===== src/rtl/frame_reader.sv =====
// Read-side client for a frame_buffer port: requests a frame, strobes every
// address once, and streams the returned pixels through a 2-entry FIFO.
module frame_reader #(
    parameter  int depth = 76800,
    localparam int AW    = $clog2(depth)
) (
    input  logic          prep_clk,
    input  logic          reset,
    input  logic          enable,
    input  logic          ack_read,
    output logic          rq_read,
    output logic          reading,
    output logic          read_clk,
    output logic [AW-1:0] read_addr,
    input  logic [14:0]   input_px_data,
    output logic [14:0]   px_data,
    output logic          px_valid,
    input  logic          px_ready,
    output logic          px_sof,
    output logic          px_eof,
    output logic          frame_done,
    output logic          frame_error
);

    typedef enum logic [2:0] {
        IDLE,
        REQ,
        FETCH,
        CAP,
        RELEASE
    } state_t;

    localparam logic [AW-1:0] LastAddr = AW'(depth - 1);

    state_t        state_q, state_d;
    logic          rq_read_q, rq_read_d;
    logic          reading_q, reading_d;
    logic          read_clk_q, read_clk_d;
    logic [AW-1:0] read_addr_q, read_addr_d;
    logic          frame_done_q, frame_done_d;
    logic          frame_error_q, frame_error_d;

    // FIFO entry layout: {eof, sof, pixel[14:0]}
    logic [16:0]   fifo_q [2];
    logic [16:0]   fifo_d [2];
    logic          wr_ptr_q, wr_ptr_d;
    logic          rd_ptr_q, rd_ptr_d;
    logic [1:0]    count_q, count_d;

    logic          push;
    logic          pop;
    logic [16:0]   head;

    always_comb begin
        state_d       = state_q;
        rq_read_d     = rq_read_q;
        reading_d     = reading_q;
        read_clk_d    = read_clk_q;
        read_addr_d   = read_addr_q;
        frame_done_d  = 1'b0;
        frame_error_d = frame_error_q;
        push          = 1'b0;

        case (state_q)
            IDLE: begin
                if (enable && !ack_read) begin
                    state_d       = REQ;
                    rq_read_d     = 1'b1;
                    frame_error_d = 1'b0;
                end
            end
            REQ: begin
                if (ack_read) begin
                    rq_read_d   = 1'b0;
                    reading_d   = 1'b1;
                    read_addr_d = '0;
                    state_d     = FETCH;
                end
            end
            FETCH: begin
                if (!ack_read) begin
                    reading_d     = 1'b0;
                    read_clk_d    = 1'b0;
                    frame_error_d = 1'b1;
                    state_d       = IDLE;
                end else if (count_q <= 2'd1) begin
                    // At most one entry now, so the CAP push cannot overflow
                    read_clk_d = 1'b1;
                    state_d    = CAP;
                end
            end
            CAP: begin
                read_clk_d = 1'b0;
                if (!ack_read) begin
                    reading_d     = 1'b0;
                    frame_error_d = 1'b1;
                    state_d       = IDLE;
                end else begin
                    push = 1'b1;
                    if (read_addr_q == LastAddr) begin
                        reading_d    = 1'b0;
                        frame_done_d = 1'b1;
                        state_d      = RELEASE;
                    end else begin
                        read_addr_d = read_addr_q + 1'b1;
                        state_d     = FETCH;
                    end
                end
            end
            RELEASE: begin
                if (!ack_read) begin
                    state_d = IDLE;
                end
            end
            default: state_d = IDLE;
        endcase
    end

    always_comb begin
        pop      = (count_q != 2'd0) && px_ready;
        fifo_d   = fifo_q;
        wr_ptr_d = wr_ptr_q;
        rd_ptr_d = rd_ptr_q;
        if (push) begin
            fifo_d[wr_ptr_q] = {(read_addr_q == LastAddr), (read_addr_q == '0), input_px_data};
            wr_ptr_d         = ~wr_ptr_q;
        end
        if (pop) begin
            rd_ptr_d = ~rd_ptr_q;
        end
        count_d = count_q + 2'(push) - 2'(pop);
    end

    always_ff @(posedge prep_clk or negedge reset) begin
        if (!reset) begin
            state_q       <= IDLE;
            rq_read_q     <= 1'b0;
            reading_q     <= 1'b0;
            read_clk_q    <= 1'b0;
            read_addr_q   <= '0;
            frame_done_q  <= 1'b0;
            frame_error_q <= 1'b0;
            fifo_q        <= '{default: '0};
            wr_ptr_q      <= 1'b0;
            rd_ptr_q      <= 1'b0;
            count_q       <= '0;
        end else begin
            state_q       <= state_d;
            rq_read_q     <= rq_read_d;
            reading_q     <= reading_d;
            read_clk_q    <= read_clk_d;
            read_addr_q   <= read_addr_d;
            frame_done_q  <= frame_done_d;
            frame_error_q <= frame_error_d;
            fifo_q        <= fifo_d;
            wr_ptr_q      <= wr_ptr_d;
            rd_ptr_q      <= rd_ptr_d;
            count_q       <= count_d;
        end
    end

    assign head        = fifo_q[rd_ptr_q];
    assign rq_read     = rq_read_q;
    assign reading     = reading_q;
    assign read_clk    = read_clk_q;
    assign read_addr   = read_addr_q;
    assign frame_done  = frame_done_q;
    assign frame_error = frame_error_q;
    assign px_valid    = (count_q != 2'd0);
    assign px_data     = head[14:0];
    assign px_sof      = px_valid & head[15];
    assign px_eof      = px_valid & head[16];

endmodule


===== config.mk =====
export PLATFORM = sky130hd
export DESIGN_NAME = frame_reader
export DESIGN_NICKNAME = d
export VERILOG_FILES = /design/src/rtl/frame_reader.sv
export SDC_FILE = /design/constraint.sdc
export NUM_CORES = 1
export LEC_CHECK = 0
export ABC_AREA = 1
export CAP_MARGIN = 0
export CORE_ASPECT_RATIO = 2
export CORE_MARGIN = 2
export CORE_UTILIZATION = 57
export DETAILED_ROUTE_END_ITERATION = 10
export PLACE_DENSITY = 0.86
export SYNTH_ARGS = -nofsm -noshare
export SYNTH_HDL_FRONTEND = slang
export SYNTH_SLANG_ARGS = --single-unit

===== constraint.sdc =====
create_clock -name prep_clk -period 3.61 [get_ports prep_clk]
set_input_delay 0.722 -clock prep_clk [delete_from_list [all_inputs] [get_ports prep_clk]]
set_output_delay 0.722 -clock prep_clk [all_outputs]
set_load 0.01 [all_outputs]

# Word-level counts from Yosys, hierarchy flattened
# Index checks and enable logic that the tools add are counted.
# op_classes
add_sub_neg	3
n_mul	0
n_div	0
order_cmp	4
eq_ne	14
n_shift	0
muxes	37
bitwise	6
n_reduce_logical	19
# ops
operator	count
2-to-1 mux 17 bit	7
bitwise mux 34 bit	1
one-hot mux 17 bit (2 select lines)	1
2-to-1 mux 3 bit	7
adder 17 x 1 -> 17 bit (second input constant)	1
demux 17 bit (select 1 bit)	1
equality test 17 bit (second input constant)	1
logical NOT 17 bit	1
2-to-1 mux 1 bit	15
one-hot mux 3 bit (5 select lines)	1
!= test 2 bit (second input constant)	7
AND reduction 4 bit	3
nonzero test 2 bit	5
equality test 3 x 2 -> 1 bit (second input constant)	2
!= test 3 bit (second input constant)	2
one-hot mux 1 bit (2 select lines)	3
AND reduction 3 bit	2
greater-or-equal comparator 2 bit (second input constant)	2
NOT 1 -> 2 bit	2
equality test 3 x 1 -> 1 bit (second input constant)	1
equality test 3 bit (second input constant)	1
logical AND 1 bit	3
logical NOT 3 bit	1
one-hot mux 1 bit (3 select lines)	1
other kinds (10)	12
# word_totals
register_bits	63
latchBits	0
ram_bits	0
rom_bits	0
in_bits	20
memories	0

# Longest topological paths before layout
# logic_depth
word_depth	6
mapped_depth	10
ltp_nobuf	9

# Worst setup path after synthesis
# Ideal clock, no wire load.
# synth_path
kind	reg2out
from	register rd_ptr_q
to	output port px_data[10]
arrival_time_ps	1171
setup_slack_ps	1717
stages_incl_launch_ff	6
path_buffers	2
path_cell_list	dfrtp_1 > clkbuf_1 > clkinv_1 > clkbuf_1 > nand2_1 > nand2_1
# synth_between
elab_chain_len	4
# synth_lines
item	line	rtl
start, declared	47	logic rd_ptr_q, rd_ptr_d;
start signal, assigned	157	rd_ptr_q <= rd_ptr_d;
NOT 1 -> 2 bit (not written as such)	162	assign head = fifo_q[rd_ptr_q];
2-to-1 mux 17 bit (not written as such) (3 in a row)	162	
end, declared	16	output logic [14:0] px_data,
# No other way between the ends. The select of a mux whose other input is x is not followed.

# Final worst setup path
# layout_path
from	register rd_ptr_q
to	output port px_eof
# layout_between
elab_chain_len	5
# layout_lines
item	line	rtl
NOT 1 -> 2 bit (not written as such)	162	
2-to-1 mux 17 bit (not written as such) (3 in a row)	162	
AND 1 bit	172	assign px_eof = px_valid & head[16];
end, declared	20	output logic px_eof,
# No other way between the ends. The select of a mux whose other input is x is not followed.

==> impl_metrics.json <==
{
  "drt-total-wl_mm": 7.88,
  "holdBufCountCts": 0,
  "fin_crit_sh_pct": 72.0,
  "grtUsageTotal_pct": 26.1,
  "htree_levels": 3,
  "yosys-top-cells-area": "dfrtp_1 (47%), nand2_1 (18%), inv_1 (5.5%)",
  "initial_utilization_pct": 59.0,
  "grt_max_degree": 35,
  "io_pins": 60,
  "max_slew_margin_pct": 34.9,
  "drv_slew": 0,
  "yosys_register_bits": 63,
  "synthTopCellsByCount": "nand2_1 (158), dfrtp_1 (63), inv_1 (49), nor2_1 (35)",
  "cts_resized": 0,
  "syn_nets": 470,
  "hp-class": "input pin to async pin",
  "pre_cts_slack_ns": 0.964,
  "hpwl_mm": 5.66,
  "root_buffer": "clkbuf_16",
  "setup_ws_ns": 1.01,
  "cts_tree": "built",
  "cp_slowest_cell": "clkdlybuf4s50_1",
  "io_buffers": 59,
  "yosys.area.top_type_share_pct": 46.8,
  "coreArea_um2": 5710,
  "post-cts-setup-buffers": 0,
  "clk_latency_ns": 0.33,
  "worstPathArrival_ns": 1.88,
  "grt_antenna_before_repair": 0,
  "setup-tns-final_ns": 0,
  "cp_top_family": "buffers and inverters",
  "ant_nets": 0,
  "run_status": "finished clean",
  "clk_pin_slew_ns": 0.05,
  "dieHeight_um": 113,
  "synth.distinct_cells": 31,
  "worstPathBufferInverterCount": 2,
  "cts-buffers-inserted": 9,
  "criticalPathCategory": "flip-flop to primary output",
  "synth_top_cell_by_area": "dfrtp_1",
  "crit_chain": "clkinv_1 > nand2_1 > a21oi_1 > clkdlybuf4s50_1",
  "vias_per_cell": 5.34,
  "fp-row-count": 39,
  "place_congestion": 0.873,
  "post-route-drc-count": 0,
  "ys_warn_count": 0,
  "cp-end-kind": "primary output",
  "final_nets": 529,
  "max_stage_delay_ns": 0.49,
  "p_leak_nw": 2.10,
  "final_hold_viol_count": 0,
  "finalCriticalPeriod_ns": 2.60,
  "drive_above_1_share_pct": 10.6,
  "clock-sinks": 63,
  "clock_path_buffers": 2,
  "drv_cap": 0,
  "skew_ns": 0.00493,
  "ir_drop_mv": 0.738,
  "num_vias": 3051,
  "grt_pass1_wl_mm": 13.0,
  "tightest_slew_ns": 0.974,
  "die_area_um2": 6580,
  "power_density_nw_per_um2": 724,
  "finalSetupViolations": 0,
  "worstPathMaxFanout": 18,
  "synth_edf_count": 0,
  "die_x_um": 58.4,
  "startpoint_type": "flip-flop",
  "yosysSeqAreaShare_pct": 46.8,
  "syn_area_per_cell_um2": 7.56,
  "overflow": 0,
  "maxClockFrequency_mhz": 385,
  "firstDrtPassIters": 4,
  "drtIter0Drc": 149,
  "yosysMostFrequentCell": "nand2_1",
  "cp.required_ns": 2.89,
  "synth_ff_type": "dfrtp_1",
  "antenna_cells": 0,
  "wire_per_inst_um": 13.8,
  "syn_inst": 446,
  "grt_pass1_vias": 2988,
  "syn_area_um2": 3370,
  "rsz0062_at_grt": "false",
  "area_growth_pct": 26.4,
  "async_flop_share_pct": 100
}
## power by group
part / switching (mW) / total (mW) / internal (mW) / leakage, nW
registers: 0.171 / 1.11 / 0.941 / 0.821
logic: 0.590 / 1.13 / 0.537 / 1.14
clock network: 0.295 / 0.846 / 0.552 / 0.140
total: 1.05 / 3.08 / 2.03 / 2.10
## final cells by class
class | count | area [µm²]
flip-flops and latches | 63 | 1580
multi-input cells | 315 | 1500
fillers | 452 | 1450
repair buffers | 62 | 608
clock buffers | 13 | 250
inverters | 54 | 203
well taps | 61 | 76.3
clock inverters | 3 | 42.5
## path summary, 6_finish.rpt
check,cells past startpoint,slack [ns],start,to
max in group asynchronous,2,2.56,reset,read_addr[12]
min in group prep_clk,2,0.48,reading,reading
worst min register to register,2,0.48,reading,reading
worst min-delay path,1,0.38,reset,fifo_q[4]
worst max register to register,6,1.17,read_addr[0],read_addr[16]
worst max-delay path,4,1.01,rd_ptr_q,px_eof
## routing by layer
metal	vias to the layer above	share of wire, %	global-route usage (%)
met1	1446	37	26.4
met3	23	4.2	5.37
met2	75	55	47.4
li1	1507	-	-
met4	0	3.7	14.1
met5	-	0	0
## through the flow
stage	std cells	utilization, %	cell area, µm²	power (mW)	hold slack (ns)
floorplan	446	-	3370	1.76	0.426
global placement	555	69.5	3970	2.21	0.463
detailed placement	555	69.5	3970	2.25	0.466
CTS	571	74.6	4260	3.11	0.389
global route	571	74.6	4260	3.29	0.426
finish	571	74.6	4260	3.08	0.380
## worst register-to-register path, cell delays in order (launching register included)
cell and delay [ns]:
dfrtp_1 0.49, ha_1 0.24, nand3_1 0.17, nor2_2 0.35, nand3_1 0.12, nand2_1 0.68, o21ai_0 0.23
## flip-flops by register name, indices dropped and copies added (netlist names)
register / cells
count_q: 2
fifo_q: 34
frame_done: 1
frame_error: 1
rd_ptr_q: 1
read_addr: 17
read_clk: 1
reading: 1
rq_read: 1
state_q: 3
wr_ptr_q: 1
## logic make-up (layout without fill, tap and decap cells)
logic type      after synthesis  count (layout)  synth area share [%]
compound gates               57              57                  10.3
xor+xnor                      6               6                  1.56
fa+ha+maj                     4               4                  1.48
buf+inv                      68             132                  8.61
flops                        63              63                  46.8
simple gates                248             248                  31.3
## placed cells by master (no fill, tap or decap), types with 2 or more instances in the layout
| cell | count |
|---|---|
| a21oi_1 | 3 |
| buf_4 | 3 |
| clkbuf_1 | 3 |
| clkbuf_16 | 9 |
| clkdlybuf4s50_1 | 58 |
| dfrtp_1 | 63 |
| ha_1 | 4 |
| inv_1 | 49 |
| inv_2 | 4 |
| nand2_1 | 158 |
| nand2_2 | 12 |
| nand3_1 | 27 |
| nand4_1 | 5 |
| nor2_1 | 35 |
| nor3_1 | 4 |
| o21ai_0 | 27 |
| o21ai_1 | 9 |
| o21ai_2 | 15 |
| or2_2 | 2 |
| xnor2_1 | 2 |
| xor2_1 | 4 |
No activity file was read; power rests on OpenSTA's default activity.
